--- config.mk ---
export PLATFORM = sky130hd
export DESIGN_NAME = load_store_unit_flat
export DESIGN_NICKNAME = d
export VERILOG_FILES = /design/src/rtl/load_store_unit_if.sv /design/src/rtl/load_store_unit.sv /design/src/flat_wrapper.sv
export SDC_FILE = /design/constraint.sdc
export NUM_CORES = 1
export LEC_CHECK = 0
export ABC_AREA = 1
export CAP_MARGIN = 20
export CORE_MARGIN = 2
export CORE_UTILIZATION = 41
export CTS_CLUSTER_SIZE = 25
export DETAILED_ROUTE_END_ITERATION = 12
export HOLD_SLACK_MARGIN = 0.1
export PLACE_DENSITY_LB_ADDON = 0.25
export SLEW_MARGIN = 40
export SYNTH_ARGS = -nofsm -noshare
export SYNTH_HDL_FRONTEND = slang
export SYNTH_SLANG_ARGS = --single-unit
export TNS_END_PERCENT = 100
--- constraint.sdc ---
create_clock -name i_clk -period 2.7 [get_ports i_clk]
set_input_delay 0.54 -clock i_clk [delete_from_list [all_inputs] [get_ports i_clk]]
set_output_delay 0.54 -clock i_clk [all_outputs]
set_load 0.005 [all_outputs]
--- src/rtl/load_store_unit_if.sv ---
// Core request and memory bus of the load/store unit; names keep the unit's own
// i_/o_ direction, so "slave" is the unit's side and "master" is the core/memory side.
interface load_store_unit_if #(
    parameter int XLEN = 32
);
    logic            i_valid;
    logic            i_is_store;
    logic [2:0]      i_funct3;
    logic [XLEN-1:0] i_addr;
    logic [XLEN-1:0] i_wdata;
    logic            o_ready;
    logic            o_done;
    logic [XLEN-1:0] o_rdata;
    logic            o_misaligned;
    logic            o_illegal;
    logic            o_mem_r_en;
    logic            o_mem_w_en;
    logic [XLEN-1:0] o_mem_addr;
    logic [XLEN-1:0] o_mem_wdata;
    logic [3:0]      o_mem_wstrb;
    logic [XLEN-1:0] i_mem_rdata;
    logic            i_mem_ready;

    modport slave (
        input  i_valid, i_is_store, i_funct3, i_addr, i_wdata, i_mem_rdata, i_mem_ready,
        output o_ready, o_done, o_rdata, o_misaligned, o_illegal,
        output o_mem_r_en, o_mem_w_en, o_mem_addr, o_mem_wdata, o_mem_wstrb
    );

    modport master (
        output i_valid, i_is_store, i_funct3, i_addr, i_wdata, i_mem_rdata, i_mem_ready,
        input  o_ready, o_done, o_rdata, o_misaligned, o_illegal,
        input  o_mem_r_en, o_mem_w_en, o_mem_addr, o_mem_wdata, o_mem_wstrb
    );
endinterface

--- src/rtl/load_store_unit.sv ---
// RV32I load/store unit: one request at a time, done 2 cycles after accept plus memory stall, faults after 1.
// Backpressure: o_ready only in IDLE; ACCESS holds the memory request until i_mem_ready.
module load_store_unit #(
    parameter int XLEN = 32
) (
    input  logic               i_clk,
    input  logic               i_rst_n,
    load_store_unit_if.slave   bus
);
    typedef enum logic [1:0] {IDLE, ACCESS, DONE, FAULT} state_t;

    typedef struct packed {
        logic            is_store;
        logic [2:0]      funct3;
        logic [XLEN-1:0] addr;
        logic [XLEN-1:0] wdata;
    } req_t;

    state_t          r_state;
    state_t          w_next;
    req_t            r_req;
    logic            r_misaligned;
    logic            r_illegal;
    logic [XLEN-1:0] r_rdata;

    logic            w_illegal;
    logic            w_misaligned;
    logic            w_accept;
    logic [3:0]      w_strb_lane;
    logic [7:0]      w_byte;
    logic [15:0]     w_half;
    logic [XLEN-1:0] w_load;

    logic            w_ready;
    logic            w_done;
    logic            w_r_en;
    logic            w_w_en;
    logic [3:0]      w_wstrb;
    logic            w_flt_mis;
    logic            w_flt_ill;

    // Decode straight from the request pins so IDLE can pick ACCESS or FAULT in one cycle.
    always_comb begin
        w_illegal    = bus.i_is_store ? !(bus.i_funct3 inside {3'b000, 3'b001, 3'b010})
                                      : !(bus.i_funct3 inside {3'b000, 3'b001, 3'b010, 3'b100, 3'b101});
        w_misaligned = ((bus.i_funct3[1:0] == 2'b01) && bus.i_addr[0]) ||
                       ((bus.i_funct3[1:0] == 2'b10) && (bus.i_addr[1:0] != 2'b00));
        w_accept     = (r_state == IDLE) && bus.i_valid;
    end

    always_comb begin
        case (r_req.funct3[1:0])
            2'b00:   w_strb_lane = 4'b0001 << r_req.addr[1:0];
            2'b01:   w_strb_lane = 4'b0011 << r_req.addr[1:0];
            default: w_strb_lane = 4'b1111;
        endcase
    end

    always_comb begin
        w_byte = bus.i_mem_rdata[{r_req.addr[1:0], 3'b000} +: 8];
        w_half = r_req.addr[1] ? bus.i_mem_rdata[31:16] : bus.i_mem_rdata[15:0];
        case (r_req.funct3)
            3'b000:  w_load = {{(XLEN-8){w_byte[7]}}, w_byte};
            3'b001:  w_load = {{(XLEN-16){w_half[15]}}, w_half};
            3'b100:  w_load = {{(XLEN-8){1'b0}}, w_byte};
            3'b101:  w_load = {{(XLEN-16){1'b0}}, w_half};
            default: w_load = bus.i_mem_rdata;
        endcase
    end

    always_ff @(posedge i_clk or negedge i_rst_n) begin
        if (!i_rst_n) begin
            r_state <= IDLE;
        end else begin
            r_state <= w_next;
        end
    end

    always_comb begin
        w_next    = r_state;
        w_ready   = 1'b0;
        w_done    = 1'b0;
        w_r_en    = 1'b0;
        w_w_en    = 1'b0;
        w_wstrb   = 4'b0000;
        w_flt_mis = 1'b0;
        w_flt_ill = 1'b0;
        case (r_state)
            IDLE: begin
                w_ready = 1'b1;
                if (bus.i_valid) begin
                    w_next = (w_illegal || w_misaligned) ? FAULT : ACCESS;
                end
            end
            ACCESS: begin
                w_r_en  = !r_req.is_store;
                w_w_en  = r_req.is_store;
                w_wstrb = r_req.is_store ? w_strb_lane : 4'b0000;
                if (bus.i_mem_ready) begin
                    w_next = DONE;
                end
            end
            DONE: begin
                w_done = 1'b1;
                w_next = IDLE;
            end
            FAULT: begin
                w_done    = 1'b1;
                w_flt_mis = r_misaligned;
                w_flt_ill = r_illegal;
                w_next    = IDLE;
            end
            default: w_next = IDLE;
        endcase
    end

    // r_rdata doubles as the visible result so it naturally holds through IDLE.
    always_ff @(posedge i_clk or negedge i_rst_n) begin
        if (!i_rst_n) begin
            r_req        <= '0;
            r_misaligned <= 1'b0;
            r_illegal    <= 1'b0;
            r_rdata      <= '0;
        end else begin
            if (w_accept) begin
                r_req.is_store <= bus.i_is_store;
                r_req.funct3   <= bus.i_funct3;
                r_req.addr     <= bus.i_addr;
                r_req.wdata    <= bus.i_wdata;
                r_illegal      <= w_illegal;
                r_misaligned   <= w_misaligned && !w_illegal;
                if (w_illegal || w_misaligned) begin
                    r_rdata <= '0;
                end
            end
            if ((r_state == ACCESS) && bus.i_mem_ready) begin
                r_rdata <= r_req.is_store ? '0 : w_load;
            end
        end
    end

    assign bus.o_ready      = w_ready;
    assign bus.o_done       = w_done;
    assign bus.o_rdata      = r_rdata;
    assign bus.o_misaligned = w_flt_mis;
    assign bus.o_illegal    = w_flt_ill;
    assign bus.o_mem_r_en   = w_r_en;
    assign bus.o_mem_w_en   = w_w_en;
    assign bus.o_mem_wstrb  = w_wstrb;
    assign bus.o_mem_addr   = {2'b00, r_req.addr[XLEN-1:2]};
    assign bus.o_mem_wdata  = r_req.wdata << {r_req.addr[1:0], 3'b000};
endmodule

--- src/flat_wrapper.sv ---
// flat-port wrapper written by rule: the top's interface ports become plain ports
module load_store_unit_flat 
#(
    parameter int XLEN = 32
)
  (i_clk, i_rst_n, bus_i_valid, bus_i_is_store, bus_i_funct3, bus_i_addr, bus_i_wdata, bus_i_mem_rdata, bus_i_mem_ready, bus_o_ready, bus_o_done, bus_o_rdata, bus_o_misaligned, bus_o_illegal, bus_o_mem_r_en, bus_o_mem_w_en, bus_o_mem_addr, bus_o_mem_wdata, bus_o_mem_wstrb);
  load_store_unit_if #(.XLEN(XLEN)) bus_i ();
  input  logic i_clk;
  input  logic i_rst_n;
  input wire logic [$bits(bus_i.i_valid)-1:0] bus_i_valid;
  input wire logic [$bits(bus_i.i_is_store)-1:0] bus_i_is_store;
  input wire logic [$bits(bus_i.i_funct3)-1:0] bus_i_funct3;
  input wire logic [$bits(bus_i.i_addr)-1:0] bus_i_addr;
  input wire logic [$bits(bus_i.i_wdata)-1:0] bus_i_wdata;
  input wire logic [$bits(bus_i.i_mem_rdata)-1:0] bus_i_mem_rdata;
  input wire logic [$bits(bus_i.i_mem_ready)-1:0] bus_i_mem_ready;
  output wire logic [$bits(bus_i.o_ready)-1:0] bus_o_ready;
  output wire logic [$bits(bus_i.o_done)-1:0] bus_o_done;
  output wire logic [$bits(bus_i.o_rdata)-1:0] bus_o_rdata;
  output wire logic [$bits(bus_i.o_misaligned)-1:0] bus_o_misaligned;
  output wire logic [$bits(bus_i.o_illegal)-1:0] bus_o_illegal;
  output wire logic [$bits(bus_i.o_mem_r_en)-1:0] bus_o_mem_r_en;
  output wire logic [$bits(bus_i.o_mem_w_en)-1:0] bus_o_mem_w_en;
  output wire logic [$bits(bus_i.o_mem_addr)-1:0] bus_o_mem_addr;
  output wire logic [$bits(bus_i.o_mem_wdata)-1:0] bus_o_mem_wdata;
  output wire logic [$bits(bus_i.o_mem_wstrb)-1:0] bus_o_mem_wstrb;
  assign bus_i.i_valid = bus_i_valid;
  assign bus_i.i_is_store = bus_i_is_store;
  assign bus_i.i_funct3 = bus_i_funct3;
  assign bus_i.i_addr = bus_i_addr;
  assign bus_i.i_wdata = bus_i_wdata;
  assign bus_i.i_mem_rdata = bus_i_mem_rdata;
  assign bus_i.i_mem_ready = bus_i_mem_ready;
  assign bus_o_ready = bus_i.o_ready;
  assign bus_o_done = bus_i.o_done;
  assign bus_o_rdata = bus_i.o_rdata;
  assign bus_o_misaligned = bus_i.o_misaligned;
  assign bus_o_illegal = bus_i.o_illegal;
  assign bus_o_mem_r_en = bus_i.o_mem_r_en;
  assign bus_o_mem_w_en = bus_i.o_mem_w_en;
  assign bus_o_mem_addr = bus_i.o_mem_addr;
  assign bus_o_mem_wdata = bus_i.o_mem_wdata;
  assign bus_o_mem_wstrb = bus_i.o_mem_wstrb;
  load_store_unit #(.XLEN(XLEN)) u_core (.i_clk(i_clk), .i_rst_n(i_rst_n), .bus(bus_i));
endmodule
* Word level (Yosys, flattened, before mapping)
Index checks and enable logic that the tools add are counted.
** Storage, ports and cells
- Flip-flop bits (word level) :: 104
- Input bits :: 104
- Logic and storage cells :: 70
- Output and inout bits :: 106
** Cells by class
- Shifts and indexed selects :: 4
- Reduce and logical (&&, ||, !) cells :: 23
- Equality and inequality tests :: 15
- Muxes and demuxes :: 20
** Operators with widths (number)
- $mux W32 :: 4
- $pmux W32 S4 :: 1
- $shiftx A32 B6 Y8 :: 1
- $shl A32 B5 Y32 :: 1
- $mux W16 :: 1
- $eq A3 B3 Y1 const B :: 4
- $mux W4 :: 2
- $pmux W4 S2 :: 1
- $mux W1 :: 7
- $eq A2 B1 Y1 const B :: 3
- $eq A2 B2 Y1 const B :: 3
- $eq A3 B1 Y1 const B :: 2
- $logic_not A3 Y1 :: 2
- $mux W2 :: 3
- $pmux W2 S3 :: 1
- $reduce_bool A2 Y1 :: 3
- $logic_and A1 B1 Y1 :: 5
- $reduce_bool A5 Y1 :: 1
- $logic_not A1 Y1 :: 4
- $logic_not A2 Y1 :: 2
- $ne A2 B2 Y1 const B :: 2
- $reduce_and A2 Y1 :: 2
- $shl A1 B2 Y4 const A :: 1
- $shl A2 B2 Y4 const A :: 1
- 4 further kinds :: 5

* Logic depth before layout (Yosys ltp)
Gate-level depths: netlist of run 1.
- Depth after elaboration :: 8
- Gate-level depth with buffers :: 11
- Gate-level depth less buffers :: 9

* Worst setup path before layout of run 1
Ideal clock, no wire load.
- Kind :: reg-to-output
- From :: reg u_core.r_req[33] (netlist name)
- To :: out bus_o_mem_wstrb[0]
- Required time :: 2.160 ns
- Setup slack :: 1.025 ns
- Arrival time :: 1.135 ns
- Path buffers :: 2
- Stages on the path, launching flop included :: 6
- Cells stage by stage :: dfrtp_1 -> buf_6 -> inv_2 -> buf_2 -> nand2_1 -> a21oi_1
** Between the ends
- Word-level cells in the longest chain between the ends :: 4
- Elaborated cells between the ends (all ways) :: 5
- Classes of those cells :: 2 x shift; 3 x mux
** RTL lines
- start, declared :: line load_store_unit.sv:21 : req_t r_req;
- $shl A2 B2 Y4 / $shl A1 B2 Y4 (equally long branches) :: line load_store_unit.sv:54, load_store_unit.sv:53
- $pmux W4 S2 * :: line load_store_unit.sv:52 : case (r_req.funct3[1:0])
- $mux W4 * :: line load_store_unit.sv:98 : w_wstrb = r_req.is_store ? w_strb_lane : 4'b0000;
- $mux W4 * :: line load_store_unit.sv:88 : case (r_state)
- end, declared :: line flat_wrapper.sv:26 : output wire logic [$bits(bus_i.o_mem_wstrb)-1:0] bus_o_mem_wstrb;
Mark *: on every way between the ends. The rest lies on a longest branch, timed or not.

* Worst setup path after layout of run 1
- From :: reg u_core.r_state[1]
- To :: out bus_o_mem_wstrb[2]
** Between the ends
- Word-level cells in the longest chain between the ends :: 2
** RTL lines
- start, declared :: line load_store_unit.sv:19 : state_t r_state;
- start signal, assigned :: line load_store_unit.sv:75 : r_state <= w_next;
- $eq A2 B1 Y1 :: line load_store_unit.sv:88
- $mux W4 :: line load_store_unit.sv:88
No other way between the ends.

==> flow_metrics.py, run 1 <==
metrics = {
    "power": {
        "share_comb_of_total_power": 0.549,
        "power.ir.vdd_worst_v": 0.000581,
        "seq_power_share": 0.309,
        "share_clk_of_total_power": 0.142,
        "p_per_area_mw_per_mm2": 1140,
        "p_sw_frac": 0.390,
        "p_sw_mw": 3.39,
        "intPower_mw": 5.29,
        "p_leak_nw": 3.68,
    },
    "synthesis": {
        "synth_simple_gate_area_frac": 0.290,
        "synthesis.area_mm2": 0.00541,
        "syn_inst": 725,
        "netlist-cell-type-count": 28,
        "ys_warn_count": 0,
        "post_synth_xor_area_fraction": 0,
        "post_synthesis_mux_area_share": 0,
        "synth_top_family_by_area": "simple AND/OR/NAND/NOR gates",
        "synth_seq_cells": 104,
        "syn-mean-instance-area_um2": 7.46,
        "post_synth_fa_ha_maj_area_fraction": 0,
        "register_area_share_after_synthesis": 0.481,
        "compound_cell_area_share_of_the_yosys_netlist": 0.119,
    },
    "routing": {
        "detail_route.wl_per_cell_um": 15.0,
        "detailedRoute.firstPassIterationCount": 5,
        "drtAntennaViolNets": 0,
        "total_via_count_in_the_routed_design": 5197,
        "detailedRoute.firstIterationViolations": 389,
        "avgViaCountPerCell": 4.90,
        "drc": 0,
        "wire_length_after_detailed_routing_um": 15900,
    },
    "setup_path": {
        "crit_type": "reg -> out",
        "crit_path_cell_trace": "inv_1, nand2_1, nor2_1, inv_1, a31oi_1, clkdlybuf4s50_1",
        "cp_data_required_time_ps": 2160,
        "timing.critical_path.buf_inv": 3,
        "critPathMaxStageDelay_ps": 550,
        "crit_path_start_kind": "flip-flop",
        "worst-path-max-fanout": 4,
        "cpLargestDelayFamily": "buffers and inverters",
        "critPathArrivalTime_ps": 2020,
        "crit_slowest_cell": "sky130_fd_sc_hd__clkdlybuf4s50_1",
        "end_kind": "output port",
        "critical-path-top-cell-by-count": "sky130_fd_sc_hd__inv_1",
    },
    "flow_run": {
        "cap_viol_max_count": 0,
    },
    "floorplan": {
        "die_outline_width_um": 119,
        "core_region_area_mm2": 0.0128,
        "die_area_mm2": 0.0141,
        "fp-row-count": 41,
        "initial_utilization": 0.423,
        "ioPinCount": 210,
        "floorplan.die.height_um": 119,
    },
    "clock_tree": {
        "cts_num_sinks": 104,
        "largest_buffer_count_on_any_clock_path": 2,
        "clockRootBuffer": "sky130_fd_sc_hd__clkbuf_16",
        "clkTransAtPathRegs_ps": 70,
        "worstSkewPairLatency_ps": 350,
        "cts_tree": "yes",
        "cts_made_buffers": 9,
        "clock_tree.htree_level_count": 3,
    },
    "placement": {
        "placed_insts": 1045,
        "gp_congestion": 0.964,
        "port_buffer_cells": 207,
        "pre_cts_ws_ps": 421,
        "postPlaceCellArea_mm2": 0.00736,
        "hpwlAfterDp_um": 11300,
    },
    "grt": {
        "track_usage": 0.225,
        "grt_first_pass_wirelength_um": 25300,
        "use_met2": 0.341,
        "grt_start_max_net_pins": 64,
        "grt_remaining_overflow": 0,
        "antenna_found_initial": 0,
        "via_count_of_the_first_global_routing_pass": 4898,
        "global_route_track_usage_on_met1": 0.313,
        "gr-max-usage-layer": "met2",
        "use_met3": 0.0532,
    },
    "cells_and_area": {
        "area_delta_synth_final_pct": 41.3,
        "layout.cells.most_common_list": "sky130_fd_sc_hd__nand2_1, sky130_fd_sc_hd__clkdlybuf4s50_1, sky130_fd_sc_hd__dfrtp_1",
        "final_nets": 988,
        "filler_cell_count": 1176,
        "most_common_cell_after_layout_fill_and_taps_aside": "sky130_fd_sc_hd__nand2_1",
        "layoutNonFillerInstCount": 1060,
        "insertedDiodeCount": 0,
        "final_area_mm2": 0.00764,
        "final_layout_size_suffix_gt1_frac": 0.0450,
        "finalCoreUtilization": 0.598,
    },
    "timing": {
        "rsz0062_at_grt": "yes",
        "fin_crit_sh": 0.948,
        "max_slew_margin": 0.586,
        "report.final.setup_viol": 0,
        "setup_skew_after_layout_ps": 7.08,
        "maxSlewViolCount": 0,
        "fmaxAchievable_mhz": 391,
        "finalWorstPathRequiredPeriod_ps": 2560,
        "hold_slack_ps": 111,
        "final_hold_viol_count": 0,
        "worst-slew-pin-transition_ps": 617,
        "setup_slack_ps": 139,
    },
    "worst_hold_path": {
        "hold_class": "in -> async",
    },
    "status": {
        "run_status": "finished clean",
    },
}
[cells by family after synthesis]
logic type | Yosys count
AO/OA/AOI/OAI | 113
buffers and inverters | 111
flip-flops | 104
other | 1
AND/OR/NAND/NOR | 396
[power groups by stage]
| stage | logic [mW] | registers (mW) | clock network [mW] |
|---|---|---|---|
| floorplan | 2.68 | 2.65 | 0 |
| global placement | 4.72 | 2.69 | 0 |
| detailed placement | 4.75 | 2.71 | 0 |
| CTS | 4.78 | 2.69 | 1.26 |
| global route | 5.29 | 2.78 | 1.33 |
| finish | 4.76 | 2.68 | 1.23 |
[cells in the mapped netlist (all sizes together)]
master | number | area (um^2)
a21boi | 2 | 15.0
conb | 1 | 3.75
nor3 | 5 | 25.0
dfrtp | 104 | 2600
o21bai | 1 | 7.51
a31oi | 1 | 6.26
nor2 | 55 | 209
nand2 | 297 | 1140
o2111ai | 4 | 35.0
buf | 60 | 397
a21oi | 32 | 171
o211ai | 12 | 90.1
inv | 38 | 145
o21ai | 53 | 265
o22ai | 5 | 31.3
nand3 | 39 | 195
a22oi | 3 | 22.5
clkbuf | 13 | 48.8
[worst register-to-register path, delay by kind of cell, from the launching register on]
kind / cells / cell delay [ps]
compound gates: 1 / 160
buf+inv: 1 / 330
flops: 1 / 380
simple gates: 7 / 790
[path summary, 6_finish.rpt]
kind | from | to | depth (start not counted) | slack, ps
max | u_core.r_state[1] | bus_o_mem_wstrb[2] | 6 | 140
min | i_rst_n | u_core.bus.o_mem_addr[7] | 1 | 110
max reg2reg | u_core.r_req[33] | u_core.bus.o_rdata[8] | 9 | 980
min reg2reg | u_core.bus.o_mem_addr[25] | u_core.bus.o_mem_addr[25] | 2 | 480
max in group asynchronous | i_rst_n | u_core.bus.o_mem_addr[23] | 2 | 1870
min in group i_clk | u_core.bus.o_mem_addr[25] | u_core.bus.o_mem_addr[25] | 2 | 480
[metal layers]
metal,vias up,wire (um),share of wire
met2,218,7070,0.45
met1,2366,7340,0.46
met3,20,1170,0.074
met5,-,0,0
met4,0,301,0.019
li1,2593,-,-
[cell type report]
class	count	area [um^2]	area share
Tap cell	172	215	0.0282
Multi-Input combinational cell	511	2220	0.291
Clock inverter	3	17.5	0.00229
Sequential cell	104	2600	0.341
Clock buffer	12	256	0.0336
Timing Repair Buffer	220	2180	0.286
Inverter	38	146	0.0192
[state kept, by name, summed over array words and instances, names as in the netlist]
signal	count
u_core.bus.o_mem_addr	30
u_core.r_misaligned	1
u_core.bus.o_rdata	32
u_core.r_state	2
u_core.r_illegal	1
u_core.r_req	38
[metrics by stage]
stage	setup TNS, ps	total power [mW]
floorplan	0	5.33
global placement	0	7.41
detailed placement	0	7.46
CTS	0	8.73
global route	-24.7	9.40
finish	0	8.68
[repair_timing]
action | in CTS | in global routing
endpoints found under the setup margin | 0 | 12
buffers inserted | 0 | 0
hold buffers | 0 | 0
resized for setup | 0 | 3
Note: power is estimated with default switching activity, not from simulation.
==> inputs of run 2 (changes only) <==
--- a/config.mk
+++ b/config.mk
@@ -13,6 +13,7 @@
 export DETAILED_ROUTE_END_ITERATION = 12
 export HOLD_SLACK_MARGIN = 0.1
 export PLACE_DENSITY_LB_ADDON = 0.25
+export SKIP_CTS_REPAIR_TIMING = 1
 export SLEW_MARGIN = 40
 export SYNTH_ARGS = -nofsm -noshare
 export SYNTH_HDL_FRONTEND = slang
==> results of run 2 <==
No change in the layout: final DEF, timing and power equal those of run 1.
==> inputs of run 3 (changes only) <==
--- a/config.mk
+++ b/config.mk
@@ -6,6 +6,7 @@
 export NUM_CORES = 1
 export LEC_CHECK = 0
 export ABC_AREA = 1
+export ABC_CLOCK_PERIOD_IN_PS = 2700
 export CAP_MARGIN = 20
 export CORE_MARGIN = 2
 export CORE_UTILIZATION = 41
==> results of run 3 <==
No change in the layout: final DEF, timing and power equal those of run 1.
